$ cat src/rtl/uart_pkg.sv
// Shared types and sizes for the UART frame controller.
package uart_pkg;

    localparam int BUF_DEPTH = 8;
    localparam int ADDR_W    = 4;
    localparam int TMO_W     = 30;

    typedef enum logic [2:0] {
        ST_IDLE  = 3'd0,
        ST_ADDR  = 3'd1,
        ST_LEN   = 3'd2,
        ST_DATA  = 3'd3,
        ST_CHK   = 3'd4,
        ST_WRITE = 3'd5
    } state_t;

    // A frame may carry 1..BUF_DEPTH data bytes.
    function automatic logic len_valid(input logic [7:0] len);
        return (len != 8'd0) && (len <= 8'(BUF_DEPTH));
    endfunction

endpackage

$ cat src/rtl/uart_timeout_cnt.sv
// Inter-byte gap counter: counts while enabled, saturates at LIMIT, flags expiry.
module uart_timeout_cnt
    import uart_pkg::*;
#(
    parameter logic [TMO_W-1:0] LIMIT = '1
)(
    input  logic clk,
    input  logic rst,
    input  logic clear,
    input  logic enable,
    output logic expired
);

    logic [TMO_W-1:0] cnt_q;
    logic [TMO_W-1:0] cnt_d;

    // Next count: clear has priority, then count up until the limit.
    always_comb begin
        cnt_d = cnt_q;
        if (clear) begin
            cnt_d = '0;
        end else if (enable && (cnt_q != LIMIT)) begin
            cnt_d = cnt_q + 1'b1;
        end
    end

    // Count register with synchronous reset.
    always_ff @(posedge clk) begin
        if (rst) begin
            cnt_q <= '0;
        end else begin
            cnt_q <= cnt_d;
        end
    end

    assign expired = enable && (cnt_q == LIMIT);

endmodule

$ cat src/rtl/uart_frame_ctrl.sv
// Frame parser: HEAD, ADDR, LEN, DATA[LEN], CHK -> burst of register writes.
//
//  state    | meaning
//  ---------+-------------------------------------------------------------
//  ST_IDLE  | hunting for HEAD, other bytes dropped
//  ST_ADDR  | waiting for start address byte
//  ST_LEN   | waiting for length byte (1..8 accepted)
//  ST_DATA  | collecting data bytes into the buffer
//  ST_CHK   | waiting for checksum byte (sum of ADDR, LEN, DATA mod 256)
//  ST_WRITE | one register write per cycle, LEN cycles, rx bytes ignored
module uart_frame_ctrl
    import uart_pkg::*;
#(
    parameter int         CLOCK_FERQ    = 50_000_000,
    parameter int         BAUD          = 9600,
    parameter int         TIMEOUT_BYTES = 3,
    parameter logic [7:0] HEAD          = 8'h55
)(
    input  logic              i_sysclk,
    input  logic              i_sysrst,
    input  logic [7:0]        i_rx_data,
    input  logic              i_rx_done,
    output logic              o_wr_en,
    output logic [ADDR_W-1:0] o_wr_addr,
    output logic [7:0]        o_wr_data,
    output logic              o_frame_ok,
    output logic              o_frame_err,
    output logic              o_busy
);

    // Gap limit in clocks: TIMEOUT_BYTES 10-bit byte times, counted from 0.
    localparam longint TMO_CYCLES = (longint'(TIMEOUT_BYTES) * 64'sd10 * longint'(CLOCK_FERQ))
                                    / longint'(BAUD);
    localparam logic [TMO_W-1:0] TMO_LIMIT = TMO_W'(TMO_CYCLES - 64'sd1);

    state_t                        state_q, state_d;
    logic [ADDR_W-1:0]             start_q, start_d;
    logic [3:0]                    len_q, len_d;
    logic [3:0]                    idx_q, idx_d;
    logic [7:0]                    sum_q, sum_d;
    logic [BUF_DEPTH-1:0][7:0]     buf_q, buf_d;
    logic                          ok_q, ok_d;
    logic                          err_q, err_d;
    logic                          counting;
    logic                          tmo_expired;
    logic                          wr_active;

    assign counting = (state_q == ST_ADDR) || (state_q == ST_LEN) ||
                      (state_q == ST_DATA) || (state_q == ST_CHK);

    uart_timeout_cnt #(
        .LIMIT (TMO_LIMIT)
    ) u_timeout (
        .clk     (i_sysclk),
        .rst     (i_sysrst),
        .clear   (i_rx_done || !counting),
        .enable  (counting),
        .expired (tmo_expired)
    );

    // Next-state and datapath updates; a byte arriving on expiry wins.
    always_comb begin
        state_d = state_q;
        start_d = start_q;
        len_d   = len_q;
        idx_d   = idx_q;
        sum_d   = sum_q;
        buf_d   = buf_q;
        ok_d    = 1'b0;
        err_d   = 1'b0;

        case (state_q)
            ST_IDLE: begin
                if (i_rx_done && (i_rx_data == HEAD)) begin
                    sum_d   = '0;
                    idx_d   = '0;
                    state_d = ST_ADDR;
                end
            end
            ST_ADDR: begin
                if (i_rx_done) begin
                    start_d = i_rx_data[ADDR_W-1:0];
                    sum_d   = i_rx_data;
                    state_d = ST_LEN;
                end
            end
            ST_LEN: begin
                if (i_rx_done) begin
                    sum_d = sum_q + i_rx_data;
                    if (len_valid(i_rx_data)) begin
                        len_d   = i_rx_data[3:0];
                        idx_d   = '0;
                        state_d = ST_DATA;
                    end else begin
                        err_d   = 1'b1;
                        state_d = ST_IDLE;
                    end
                end
            end
            ST_DATA: begin
                if (i_rx_done) begin
                    buf_d[idx_q[2:0]] = i_rx_data;
                    sum_d = sum_q + i_rx_data;
                    if (idx_q == (len_q - 4'd1)) begin
                        idx_d   = '0;
                        state_d = ST_CHK;
                    end else begin
                        idx_d = idx_q + 4'd1;
                    end
                end
            end
            ST_CHK: begin
                if (i_rx_done) begin
                    idx_d = '0;
                    if (i_rx_data == sum_q) begin
                        state_d = ST_WRITE;
                    end else begin
                        err_d   = 1'b1;
                        state_d = ST_IDLE;
                    end
                end
            end
            ST_WRITE: begin
                if (idx_q == (len_q - 4'd1)) begin
                    idx_d   = '0;
                    ok_d    = 1'b1;
                    state_d = ST_IDLE;
                end else begin
                    idx_d = idx_q + 4'd1;
                end
            end
            default: begin
                state_d = ST_IDLE;
            end
        endcase

        if (tmo_expired && !i_rx_done) begin
            err_d   = 1'b1;
            state_d = ST_IDLE;
        end
    end

    // State and datapath registers; reset aborts any frame in flight.
    always_ff @(posedge i_sysclk) begin
        if (i_sysrst) begin
            state_q <= ST_IDLE;
            start_q <= '0;
            len_q   <= '0;
            idx_q   <= '0;
            sum_q   <= '0;
            buf_q   <= '0;
            ok_q    <= 1'b0;
            err_q   <= 1'b0;
        end else begin
            state_q <= state_d;
            start_q <= start_d;
            len_q   <= len_d;
            idx_q   <= idx_d;
            sum_q   <= sum_d;
            buf_q   <= buf_d;
            ok_q    <= ok_d;
            err_q   <= err_d;
        end
    end

    assign wr_active   = (state_q == ST_WRITE);
    assign o_wr_en     = wr_active;
    assign o_wr_addr   = wr_active ? (start_q + idx_q) : '0;
    assign o_wr_data   = wr_active ? buf_q[idx_q[2:0]] : '0;
    assign o_frame_ok  = ok_q;
    assign o_frame_err = err_q;
    assign o_busy      = (state_q != ST_IDLE);

endmodule

$ cat config.mk
export PLATFORM = sky130hd
export DESIGN_NAME = uart_frame_ctrl
export DESIGN_NICKNAME = d
export VERILOG_FILES = /design/src/rtl/uart_pkg.sv /design/src/rtl/uart_timeout_cnt.sv /design/src/rtl/uart_frame_ctrl.sv
export SDC_FILE = /design/constraint.sdc
export NUM_CORES = 1
export LEC_CHECK = 0
export CAP_MARGIN = 10
export CORE_AREA = 2 2 115 117
export CTS_BUF_LIST = sky130_fd_sc_hd__clkbuf_2
export CTS_CLUSTER_SIZE = 8
export DETAILED_ROUTE_END_ITERATION = 6
export DIE_AREA = 0 0 117 119
export GPL_TIMING_DRIVEN = 1
export PLACE_DENSITY = 0.74
export RECOVER_POWER = 25
export SLEW_MARGIN = 5
export SYNTH_ARGS = -nofsm -noshare
export SYNTH_HDL_FRONTEND = slang
export SYNTH_HIERARCHICAL = 1
export SYNTH_SLANG_ARGS = --single-unit
$ cat constraint.sdc
create_clock -name i_sysclk -period 5.35 [get_ports i_sysclk]
set_input_delay 1.605 -clock i_sysclk [delete_from_list [all_inputs] [get_ports i_sysclk]]
set_output_delay 1.605 -clock i_sysclk [all_outputs]
set_load 0.005 [all_outputs]
==> summary.txt <==
Yosys
  – Post-synth top flop: dfxtp_1
  – Post-synthesis xor/xnor area fraction: 0.0459
  – Synth Register Bits: 119
  – Synthesized area: 6290 µm²
  – Post-Synth Simple-Gate Area: 0.226
  – Adder-cell share of the synthesized area: 0.0362
  – Yosys top cell area share: 0.378
  – Fraction of registers with async set/reset: 0
  – Largest family of logic cells by synthesized area: simple AND/OR/NAND/NOR gates
  – Largest area contributor in the netlist: dfxtp_1
  – Syn Nets: approximately 740
  – Mapped Cells: 713
  – Mux share of post-synthesis cell area: 0.155
  – Distinct cells, synth: 70
  – Synth warnings: 6
  – Post-synth EDFFs: 0
  – Compound-Gate Fraction of Synth Area: 0.117
  – Part of the Yosys area used for sequential elements: 0.378
  – Syn Area/Cell: ~8.8 µm²
  – Largest cells by area after synthesis: dfxtp_1 (38%), mux2i_1 (12%), nor2_1 (7.3%)

Clock tree
  – Post-CTS Hold Buffers: 0
  – Clk root buf: clkbuf_2
  – TritonCTS buffer count: 17
  – Post-CTS Setup Inserts: 0
  – Post_cts resized: 0
  – Clk_lat worst skew: around 0.7 ns
  – Number of H-tree levels: 4
  – Clock transition at path regs: around 0.17 ns
  – Maximum clock path buffer count: 2
  – Num Clock Sinks: approximately 120
  – CTS tree: yes

Place
  – GPL Wtd Cong: ~0.9
  – Post-DP HPWL: ~10 mm
  – I/O Buffers: 26
  – Placed insts: about 880

Timing
  – Fin crit period: about 5 ns
  – Max-slew headroom: -0.0322
  – Final Max Tran Viols: 29
  – Final period util: 0.925
  – TNS Setup: 0 ns
  – RSZ-0062 raised after global routing: false
  – Final hold viol count: 0
  – Final setup skew: about 0.042 ns
  – Max Fclk: about 200 MHz
  – Worst-Margin Slew: about 1.5 ns
  – Final setup fails: 0

Final layout
  – Storage element area: between 2000 and 2500 µm²
  – Most common cell after layout, fill and taps aside: nor2_1
  – Most frequent cells in the layout: nor2_1 (122), dfxtp_1 (119), mux2i_1 (75)
  – Share of layout cells above drive strength 1: 0.0943
  – Fin nets: roughly 750
  – Multi-input logic area: approximately 3600 µm²
  – Filler cells: roughly 1200
  – Final non-filler cell total: about 900
  – ANT cells: 0
  – Syn-to-layout area delta: 9.08%

Floorplan
  – Initial Util: 0.489
  – Core Area: 12900 µm²
  – Ports: 27
  – Die X-Extent: 117 µm
  – Die area: around 14000 µm²
  – Num rows: 42
  – Die Ht: roughly 120 µm

Global route
  – Largest net degree at the start of global routing: 58
  – First-pass GRT wire length: roughly 25 mm
  – Initial antenna violation count: 0
  – Vias in the first global route: ~5000
  – Tot GR Track Use: 0.231
  – GRT Residual Overflow: 0

Worst hold path
  – Hold crit path type: reg -> reg

Critical path
  – Critical path type: reg -> out
  – CP Cell Sequence: buf_4 > mux2_2 > a221oi_1 > o22ai_1 > and2_1 > clkdlybuf4s50_1
  – CP peak stage delay: a little under 0.9 ns
  – Worst Path Buf+Inv: 2
  – Worst EP required: approximately 3.7 ns
  – Critical Path Start Type: flip-flop
  – Crit path DAT: about 3.4 ns
  – R2R setup slack: 2.40 ns
  – Crit. End Element: primary output
  – Max FO, Critical Path: 21
  – CP top delay family: flip-flops
  – Worst-path cell with the longest stage delay: dfxtp_1

Route
  – Detail Route Antenna Nets: 0
  – DRT iter0 DRCs: between 400 and 500
  – Iteration count of the initial detailed-routing pass: 5
  – WL final: approximately 15 mm
  – # DRC: 0
  – Vias per std cell: between 5 and 6
  – DR vias: around 5400
  – WL/cell: roughly 17 µm

Run status
  – Status: finished with violations
  – Violated checks: capacitance limit, slew limit

Power
  – Clock share of power: 0.284
  – Sw frac: 0.334
  – P_int: roughly 0.0014 W
  – Share of power burned in registers: 0.466
  – Power Density: about 310 nW/µm²
  – Comb pwr share: 0.249
  – Leakage Power: around 2.6 nW
  – Psw: around 0.00070 W
  – VDD IR max: 125 µV

Flow run
  – Max-cap violations: 1
-- per-layer routing --
layer | global-route usage | vias to the layer above | wire (µm)
met1 | 0.311 | 2611 | 6980
met3 | 0.0478 | 20 | 740
met5 | 0 | - | 0
met4 | 0.0794 | 0 | 221
met2 | 0.365 | 157 | 7330
li1 | - | 2574 | -
-- stage by stage --
stage	worst slack [ns]	util	instance area (µm²)	hold WS (ns)	total power [W]
final	0.399	0.533	6870	0.474	0.00210
after global routing	0.142	0.533	6870	0.500	0.00222
after CTS	0.380	0.533	6870	0.475	0.00210
after detailed placement	1.05	0.515	6630	0.456	0.00151
after global placement	1.04	0.515	6630	0.451	0.00149
after floorplan	2.14	-	6290	0.441	0.00139
-- cell usage after synthesis, drive strengths merged, types with 3 or more instances --
| cell type | n |
|---|---|
| a211oi | 9 |
| a21oi | 25 |
| a221oi | 7 |
| a22oi | 9 |
| a31oi | 3 |
| and2 | 5 |
| and3 | 7 |
| and3b | 4 |
| and4 | 4 |
| buf | 15 |
| clkbuf | 31 |
| dfxtp | 119 |
| ha | 15 |
| inv | 19 |
| mux2 | 12 |
| mux2i | 75 |
| mux4 | 4 |
| nand2 | 40 |
| nand2b | 6 |
| nand3 | 12 |
| nand4 | 16 |
| nor2 | 123 |
| nor2b | 8 |
| nor3 | 11 |
| nor3b | 4 |
| nor4 | 12 |
| o211ai | 5 |
| o21ai | 17 |
| o22ai | 4 |
| o31ai | 5 |
| or2 | 4 |
| or3 | 11 |
| or3b | 3 |
| or4 | 3 |
| xnor2 | 18 |
| xor2 | 15 |
-- state kept, by name, indices dropped and copies added (netlist names) --
name             cells
o_frame_err          1
len_q                4
u_timeout/cnt_q     30
idx_q                4
start_q              4
state_q              3
o_frame_ok           1
buf_q               64
sum_q                8
-- kinds of logic (layout without fill, tap and decap cells) --
logic type                 Yosys count  in the layout
and+or+nand+nor                    280            280
DFF                                119            119
AOI/OAI and AO/OA                  108            108
muxes                               91             91
buffers and inverters               65             84
xor gates and xnor gates            33             33
adders and majority gates           17             17
-- final cells by class --
| type | count | area share |
|---|---|---|
| tap | 176 | 0.0321 |
| inverter | 19 | 0.0104 |
| clock inverter | 11 | 0.0191 |
| clock buffer | 21 | 0.0153 |
| sequential | 119 | 0.347 |
| timing repair buffer | 33 | 0.0448 |
| multi-input combinational | 529 | 0.531 |
-- power by group through the flow --
stage	Combinational (W)	Clock, W	Sequential [W]
after floorplan	0.000425	0	0.000965
after global placement	0.000498	0	0.000990
after detailed placement	0.000512	0	0.000994
after CTS	0.000517	0.000611	0.000976
after global routing	0.000588	0.000650	0.000985
final	0.000522	0.000595	0.000977
-- worst register-to-register path: cells and delay by family, from the launching register on --
kind,cells,cell delay [ns]
xor+xnor,1,0.60
compound gates,1,0.46
simple gates,3,1.16
flops,1,0.64
-- worst paths after layout --
kind,startpoint,to,cells after the start
setup / recovery,idx_q[0],o_wr_data[1],6
hold / removal,start_q[2],start_q[2],2
hold reg to reg,start_q[2],start_q[2],2
setup reg to reg,state_q[1],u_timeout/cnt_q[1],5
Note: power is estimated with default switching activity, not from simulation.
